<file path="src/rtl/pdm_window_frontend.sv">
`default_nettype none
// ============================================================================
// Module   : pdm_window_frontend
// Purpose  : PDM microphone front end. Generates the mic clock, synchronises
//            the PDM bitstream, keeps a sliding-window ones-count and emits
//            a strobed window sum, centre-offset amplitude and peak value.
// Ports    : clk_i          system clock (rising edge)
//            rst_ni         asynchronous active-low reset
//            clr_i          synchronous clear of window/counters/peak
//            m_clk_o        microphone clock
//            m_lrsel_o      L/R select (constant 0)
//            m_data_i       raw PDM data (asynchronous to clk_i)
//            sample_valid_o one-cycle strobe: sum/amp/peak updated
//            full_o         window holds WINDOW real samples
//            sum_o          ones-count over last WINDOW samples
//            amp_o          |sum_o - WINDOW/2|
//            peak_o         peak-hold of amp_o
// Options  : define PDM_PEAK_HOLD_EN to build the hold/decay peak tracker;
//            otherwise peak_o mirrors the amp_o register.
// Revision : 1.0 - initial release
// ============================================================================
module pdm_window_frontend #(
  parameter int CLK_DIV = 25,
  parameter int WINDOW  = 128,
  parameter int HOLD    = 4096,
  parameter int DECAY   = 256,
  localparam int SW     = $clog2(WINDOW) + 1,
  localparam int AW     = $clog2(WINDOW)
) (
  input  logic          clk_i,
  input  logic          rst_ni,
  input  logic          clr_i,
  output logic          m_clk_o,
  output logic          m_lrsel_o,
  input  logic          m_data_i,
  output logic          sample_valid_o,
  output logic          full_o,
  output logic [SW-1:0] sum_o,
  output logic [AW-1:0] amp_o,
  output logic [AW-1:0] peak_o
);

  localparam int DW     = $clog2(CLK_DIV);
  localparam int c_HALF = WINDOW / 2;

  localparam logic [0:0] S_FILL = 1'b0;
  localparam logic [0:0] S_RUN  = 1'b1;

  // ---------------- clock divider ----------------
  logic [DW-1:0] div_cnt_q;
  logic          m_clk_q;
  logic          div_tc;
  logic          sample_stb;

  assign div_tc     = (div_cnt_q == DW'(CLK_DIV - 1));
  // Sample on the cycle the divider drives m_clk 1->0.
  assign sample_stb = div_tc & m_clk_q;

  always_ff @(posedge clk_i or negedge rst_ni) begin
    if (!rst_ni) begin
      div_cnt_q <= '0;
      m_clk_q   <= 1'b0;
    end else if (div_tc) begin
      div_cnt_q <= '0;
      m_clk_q   <= ~m_clk_q;
    end else begin
      div_cnt_q <= div_cnt_q + DW'(1);
    end
  end

  assign m_clk_o   = m_clk_q;
  assign m_lrsel_o = 1'b0;

  // ---------------- synchroniser ----------------
  logic [1:0] sync_q;
  logic       d_sync;

  always_ff @(posedge clk_i or negedge rst_ni) begin
    if (!rst_ni) sync_q <= '0;
    else         sync_q <= {sync_q[0], m_data_i};
  end

  assign d_sync = sync_q[1];

  // ---------------- window datapath ----------------
  logic [WINDOW-1:0] buf_q;
  logic [AW-1:0]     wp_q;
  logic [AW-1:0]     fill_q;
  logic [SW-1:0]     sum_q;
  logic [AW-1:0]     amp_q;
  logic              valid_q;
  logic [SW-1:0]     sum_d;
  logic [AW-1:0]     amp_d;

  // Oldest bit leaves, newest enters; range stays within 0..WINDOW.
  assign sum_d = sum_q - SW'(buf_q[wp_q]) + SW'(d_sync);

  always_comb begin
    amp_d = '0;
    if (sum_d >= SW'(c_HALF)) amp_d = AW'(sum_d - SW'(c_HALF));
    else                      amp_d = AW'(SW'(c_HALF) - sum_d);
  end

  // ---------------- FSM ----------------
  logic [0:0] state_q;
  logic [0:0] state_d;
  logic       fill_last;
  logic       emit_d;

  assign fill_last = (state_q == S_FILL) && (fill_q == AW'(WINDOW - 1));

  always_ff @(posedge clk_i or negedge rst_ni) begin
    if (!rst_ni) state_q <= S_FILL;
    else         state_q <= state_d;
  end

  always_comb begin
    state_d = state_q;
    if (clr_i)                        state_d = S_FILL;
    else if (sample_stb && fill_last) state_d = S_RUN;
  end

  always_comb begin
    full_o = (state_q == S_RUN);
    // The WINDOW-th sample already produces the first valid pulse.
    emit_d = sample_stb & ~clr_i & ((state_q == S_RUN) | fill_last);
  end

  always_ff @(posedge clk_i or negedge rst_ni) begin
    if (!rst_ni) begin
      buf_q   <= '0;
      wp_q    <= '0;
      fill_q  <= '0;
      sum_q   <= '0;
      amp_q   <= '0;
      valid_q <= 1'b0;
    end else if (clr_i) begin
      // Clear wins over a coincident sample strobe.
      buf_q   <= '0;
      wp_q    <= '0;
      fill_q  <= '0;
      sum_q   <= '0;
      amp_q   <= '0;
      valid_q <= 1'b0;
    end else begin
      valid_q <= emit_d;
      if (sample_stb) begin
        buf_q[wp_q] <= d_sync;
        wp_q        <= wp_q + AW'(1);
        sum_q       <= sum_d;
        amp_q       <= amp_d;
        if (state_q == S_FILL) fill_q <= fill_q + AW'(1);
      end
    end
  end

  assign sample_valid_o = valid_q;
  assign sum_o          = sum_q;
  assign amp_o          = amp_q;

  // ---------------- peak tracker ----------------
`ifdef PDM_PEAK_HOLD_EN
  localparam int HW  = $clog2(HOLD + 1);
  localparam int DCW = $clog2(DECAY + 1);

  logic [AW-1:0]  peak_q;
  logic [HW-1:0]  hold_q;
  logic [DCW-1:0] dec_q;

  always_ff @(posedge clk_i or negedge rst_ni) begin
    if (!rst_ni) begin
      peak_q <= '0;
      hold_q <= '0;
      dec_q  <= '0;
    end else if (clr_i) begin
      peak_q <= '0;
      hold_q <= '0;
      dec_q  <= '0;
    end else if (emit_d) begin
      if (amp_d > peak_q) begin
        peak_q <= amp_d;
        hold_q <= HW'(HOLD);
        dec_q  <= '0;
      end else if (hold_q != '0) begin
        hold_q <= hold_q - HW'(1);
      end else if (dec_q == DCW'(DECAY - 1)) begin
        dec_q  <= '0;
        // amp_d <= peak_q here, so peak-1 only loses to amp when they are equal.
        peak_q <= (peak_q > amp_d) ? peak_q - AW'(1) : amp_d;
      end else begin
        dec_q  <= dec_q + DCW'(1);
      end
    end
  end

  assign peak_o = peak_q;
`else
  assign peak_o = amp_q;
`endif

endmodule
`default_nettype wire

</file>
<file path="config.mk">
export PLATFORM = sky130hd
export DESIGN_NAME = pdm_window_frontend
export DESIGN_NICKNAME = d
export VERILOG_FILES = /design/src/rtl/pdm_window_frontend.sv
export SDC_FILE = /design/constraint.sdc
export NUM_CORES = 1
export LEC_CHECK = 0
export ABC_AREA = 1
export BUFFER_PORTS_ARGS = -buffer_cell sky130_fd_sc_hd__buf_4
export CAP_MARGIN = 20
export CORE_MARGIN = 2
export CORE_UTILIZATION = 58
export DETAILED_ROUTE_END_ITERATION = 10
export PLACE_DENSITY = 0.75
export SYNTH_ARGS = -nofsm -noshare
export SYNTH_HDL_FRONTEND = slang
export SYNTH_SLANG_ARGS = --single-unit
</file>
<file path="constraint.sdc">
create_clock -name clk_i -period 10.55 [get_ports clk_i]
set_input_delay 0.5275 -clock clk_i [delete_from_list [all_inputs] [get_ports clk_i]]
set_output_delay 0.5275 -clock clk_i [all_outputs]
set_load 0.02 [all_outputs]
</file>
# Word level (Yosys, flattened, before mapping)
# Cells that the tools add are included.
dict set report word_totals {
  ff_bits 167
  inputBits 4
  out_inout_bits 26
  elab_cells 57
}
dict set report op_classes {
  n_addsub 7
  n_lt_le_gt_ge 3
  eq_ne 3
  muxes 21
  bitwise 7
  reduce_logical 6
}
# operator n
set ops {}
lappend ops {{two-way mux 128 bit} 2}
lappend ops {{bitwise mux 128 bit} 1}
lappend ops {{two-way mux 7 bit} 8}
lappend ops {{two-way mux 8 bit} 2}
lappend ops {{adder 7 x 1 -> 7 bit, second input constant} 2}
lappend ops {{adder 8 x 1 -> 8 bit} 1}
lappend ops {{greater-or-equal comparator 8 x 7 -> 1 bit, second input constant} 1}
lappend ops {{less-than comparator 7 x 8 -> 1 bit, second input constant} 1}
lappend ops {{subtractor 8 x 1 -> 8 bit} 1}
lappend ops {{binary-select mux 1 bit (select 7 bit)} 1}
lappend ops {{demux 1 bit (select 7 bit)} 1}
lappend ops {{equality test 7 bit, second input constant} 1}
lappend ops {{greater-or-equal comparator 7 x 1 -> 1 bit, second input constant} 1}
lappend ops {{subtractor 7 bit, first input constant} 1}
lappend ops {{subtractor 7 bit, second input constant} 1}
lappend ops {{adder 5 x 1 -> 5 bit, second input constant} 1}
lappend ops {{equality test 5 bit, second input constant} 1}
lappend ops {{two-way mux 1 bit} 5}
lappend ops {{two-way mux 5 bit} 1}
lappend ops {{nonzero test 2 bit} 2}
lappend ops {{bitwise AND 1 bit} 3}
lappend ops {{logical AND 1 bit} 3}
lappend ops {{NOT 1 bit} 3}
lappend ops {{!= test 2 bit, second input constant} 1}
lappend ops {{other kinds (2)} 2}

# Depth between registers and ports, before layout
dict set report logic_depth {
  word_depth 8
  depth_mapped 28
  ltp_nobuf 26
}

# Worst setup path after synthesis
# No wires, ideal clock.
dict set report synth_timing {
  path_kind {reg-to-reg}
  from {reg wp_q[0]}
  to {reg amp_q[5], in the netlist amp_o[5]}
  setup_time_ps 118
  arrival_time_ps 3264
  t_required_ps 10432
  slack_ps 7168
  path_stages_with_launch 26
  path_buffers 3
  period_less_slack_ps 3382
  cell_sequence {dfrtp_1 > clkbuf_1 > buf_4 > clkbuf_1 > o21ai_0 > nand2_1 > nand2_1 > nand2_1 > nand2_1 > nand2_1 > nand4_1 > nand2_1 > nand4_1 > ha_1 > inv_1 > ha_1 > inv_1 > fa_1 > nand3b_1 > nand2_1 > xor2_1 > o21ai_0 > nand2_1 > nand2_1 > nand3_1 > nand2_1}
}
dict set report synth_via {
  elab_chain_cells 8
  word_cells_on_any_way 10
  cone_classes {add/sub: 4; order compare: 1; mux: 5}
}
# element line
set synth_lines {}
lappend synth_lines {{start: declaration} 87} ;# logic [AW-1:0] wp_q;
lappend synth_lines {{start signal: assignment} 149} ;# wp_q <= wp_q + AW'(1);
lappend synth_lines {{binary-select mux 1 bit (select 7 bit) *} 96} ;# assign sum_d = sum_q - SW'(buf_q[wp_q]) + SW'(d_sync);
lappend synth_lines {{two-way mux 1 bit (not written as such) *} 96}
lappend synth_lines {{subtractor 8 x 1 -> 8 bit *} 96}
lappend synth_lines {{adder 8 x 1 -> 8 bit *} 96}
lappend synth_lines {{subtractor 7 bit, or another cell as far along} 101} ;# else amp_d = AW'(SW'(c_HALF) - sum_d);
lappend synth_lines {{two-way mux 7 bit *} 100} ;# if (sum_d >= SW'(c_HALF)) amp_d = AW'(sum_d - SW'(c_HALF));
lappend synth_lines {{two-way mux 7 bit *} 147} ;# if (sample_stb) begin
lappend synth_lines {{two-way mux 7 bit *} 137} ;# end else if (clr_i) begin
lappend synth_lines {{end signal: assignment} 151} ;# amp_q <= amp_d;
lappend synth_lines {{end: declaration} 90} ;# logic [AW-1:0] amp_q;
# Mark *: on every way between the ends. The rest lies on a longest branch, timed or not. The select of a mux whose other input is x is not followed.
# A chain may end at the register's enable or synchronous reset.

# Final worst setup path
# Ends and elaborated chain as after synthesis.

==> results.yml <==
yosys:
  synth_edf_count: 0
  synth_xor_area_frac: 0.00889
  yosysTopAreaCell: "dfrtp_1"
  yosys_most_used_dff: "dfrtp_1"
  synth_async_sr_flop_share: 1.00
  synth-compound-area-share: 0.130
  netlist_top_cells_area: "dfrtp_1 (42%), nand2_1 (23%), o21ai_0 (11%)"
  syn_inst: 1465
  synth_top_family_by_area: "simple AND/OR/NAND/NOR gates"
  yosys.cell_types.count: 33
  postSynthAreaPerCell_um2: 6.73
  yosysWarnings: 0
  synth_top_area_frac: 0.422
  synth_mux_area_frac: 0
  synthAdderAreaFrac: 0.0185
  syn_nets: 1483
  netlist_area_um2: 9850
  yosys.area_share.simple: 0.299
  ys_seq_area_frac: 0.422
  ys_ff_latch: 166
sta:
  fin_setup_tns_ps: 0
  max_freq_mhz: 219
  fin_crit_ps: 4570
  maxSlewHeadroom: 0.259
  fin_hold_ws_ps: 175
  tightest_slew_ps: 1110
  period_share: 0.433
  final_hold_viol_count: 0
  setup_viol: 0
  slew_violations: 0
  rsz0062_at_grt: "no"
  skew_ps: 11.2
setup_path:
  end_kind: "flop"
  r2r_cells: 24
  worst-r2r-setup-slack_ps: 5980
  startpoint: "wp_q[0]$_DFFE_PN0P_"
  crit_fanout: 78
  r2r_start: "wp_q[0]$_DFFE_PN0P_"
  crit-reg2reg-capture: "amp_o[5]$_DFFE_PN0P_"
  worst_ep_arrival_time_ps: 4890
  crit_required_ps: 10870
  setup.worst_path.end: "amp_o[5]$_DFFE_PN0P_"
  start_kind: "flop"
  path_class: "flop to flop"
drt:
  vias_per_cell: 5.31
  wl_per_cell_um: 14.7
  post-route-drc-count: 0
  firstDrtPassIters: 6
  drt_wl_total_mm: 24.7
  ant_nets: 0
  vias: 8919
  drt-initial-drc-count: 794
layout:
  layout_commonest_cell: "nand2_1"
  drive_gt1_frac: 0.0650
  ff_latch_area_um2: 4160
  n_antenna_cell: 0
  multi_input_area_um2: 4500
  area_growth_pct: 8.93
  fin_nets: 1466
  nFillCells: 1524
  mostFrequentLayoutCells: "nand2_1 (613), inv_1 (217), o21ai_0 (207)"
min_path:
  min_path_type: "input port to async pin"
global_route:
  first_global_vias: 8474
  grt_pass1_wl_mm: 41.6
  grt-ovfl-total: 0
  grt_max_degree: 105
  antenna_found_initial: 0
  gr-usage-all-layers: 0.287
floorplanning:
  die-height_um: 134
  ios: 30
  die_w_um: 134
  initial_core_util: 0.594
  coreArea_um2: 16600
  die_area_um2: 18000
  rows: 47
placement:
  port_buffers: 28
  gp_congestion: 0.855
  hpwl_mm: 14.6
clock_network:
  clock-sinks: 166
  clk_path_buf_depth: 2
  cts_buffers: 17
  cts_max_level: 4
  post_cts_buffers: 0
  root_buffer: "clkbuf_16"
  clkLatencyLatePin_ps: 440
  cts_tree: "done"
  cts-resized-gates: 0
  clkSlewWorstSetupHoldPaths_ps: 70
  postCtsHoldBufs: 0
power_and_ir_drop:
  power_frac_seq: 0.475
  power_frac_comb: 0.029
  p_leak_uw: 0.00642
  p_per_area_nw_per_um2: 125
  total_power_uw: 1340
  p_sw_frac: 0.233
  p_clk_frac: 0.496
  p_switching_uw: 313
  p_int_uw: 1030
  vdd_drop_max_mv: 0.114
outcome:
  outcome: "complete, no violations"
run:
  drv_cap: 0
==> critical path: stages, from the launching register on <==
cell and delay (ps):
dfrtp_4 670, buf_4 680, o21ai_0 210, nand2_1 100, nand2_1 60, nand2_1 50, nand2_1 90, nand2_1 60
nand2_1 50, o21ai_0 210, nand4_1 190, ha_1 320, inv_1 60, ha_1 150, inv_1 50, fa_1 400
nand3b_1 170, nand2_1 100, nand3_1 70, nand2_1 110, xor2_1 80, nor2_1 250, nand2_1 90, nand3_1 80
nand2_1 60
==> logic make-up after synthesis <==
kind of cell,Yosys count
AND/OR/NAND/NOR,724
buffers and inverters,300
AO/OA/AOI/OAI,250
flip-flops,166
adder cells (fa/ha/maj),14
XOR/XNOR,10
other,1
==> worst min-delay path by stage <==
stage	depth (start not counted)	to	slack, ps	from
3_5_place_dp	0	sync_q[1]$_DFF_PN0_	340	sync_q[0]$_DFF_PN0_
5_1_grt	1	sync_q[0]$_DFF_PN0_	180	m_data_i
4_1_cts	1	sync_q[0]$_DFF_PN0_	180	m_data_i
3_3_place_gp	0	sync_q[1]$_DFF_PN0_	330	sync_q[0]$_DFF_PN0_
6_report	1	sum_o[4]$_DFFE_PN0P_	170	rst_ni
2_1_floorplan	0	amp_o[1]$_DFFE_PN0P_	230	rst_ni
==> cells in the mapped netlist (2+ instances only) <==
library cell and count:
nand2_1 613, inv_1 217, o21ai_0 207, dfrtp_1 166
nor2_1 38, clkbuf_1 37, nand3_1 34, buf_2 20
o21ai_1 18, buf_4 14, a21oi_1 13, ha_1 13
nand4_1 13, nor3_1 10, buf_1 8, nor4_4 6
o22ai_1 6, xor2_1 6, nor2_2 4, xnor2_1 4
inv_2 3, nand3b_1 3, nand2_2 2
==> area by class of cell <==
type,instances,area share
inverter,221,0.0775
sequential,166,0.388
tap,220,0.0256
timing repair buffer,43,0.0316
clock inverter,14,0.0175
multi-input combinational,999,0.419
clock buffer,18,0.0409
==> power by group through the flow <==
stage / Clock (uW) / Sequential, uW / Combinational [uW]
3_3_place_gp: 0 / 649 / 38.6
5_1_grt: 698 / 637 / 44.1
2_1_floorplan: 0 / 649 / 18.5
4_1_cts: 674 / 637 / 38.8
6_report: 666 / 637 / 38.9
3_5_place_dp: 0 / 649 / 38.8
==> layer usage <==
metal,GRT usage,vias up,part of all wire
li1,-,4465,-
met4,0.0912,0,0.017
met5,0,-,0
met1,0.392,4122,0.45
met2,0.467,299,0.47
met3,0.0529,33,0.064
==> state kept, by name (all words and copies together) (netlist names) <==
signal,count
amp_o,6
m_clk_o,1
sync_q,2
div_cnt_q,5
sum_o,8
fill_q,7
buf_q,128
wp_q,7
sample_valid_o,1
full_o,1
==> per-stage QoR <==
stage | cell area [um2] | utilization | setup WS [ps] | instances
after floorplan | 9850 | - | 7170 | 1465
after global placement | 10100 | 0.608 | 6200 | 1648
after detailed placement | 10100 | 0.608 | 6110 | 1648
after CTS | 10700 | 0.646 | 6040 | 1680
after global routing | 10700 | 0.647 | 5630 | 1681
final | 10700 | 0.647 | 5980 | 1681
Power figures use the tool's default switching activity.
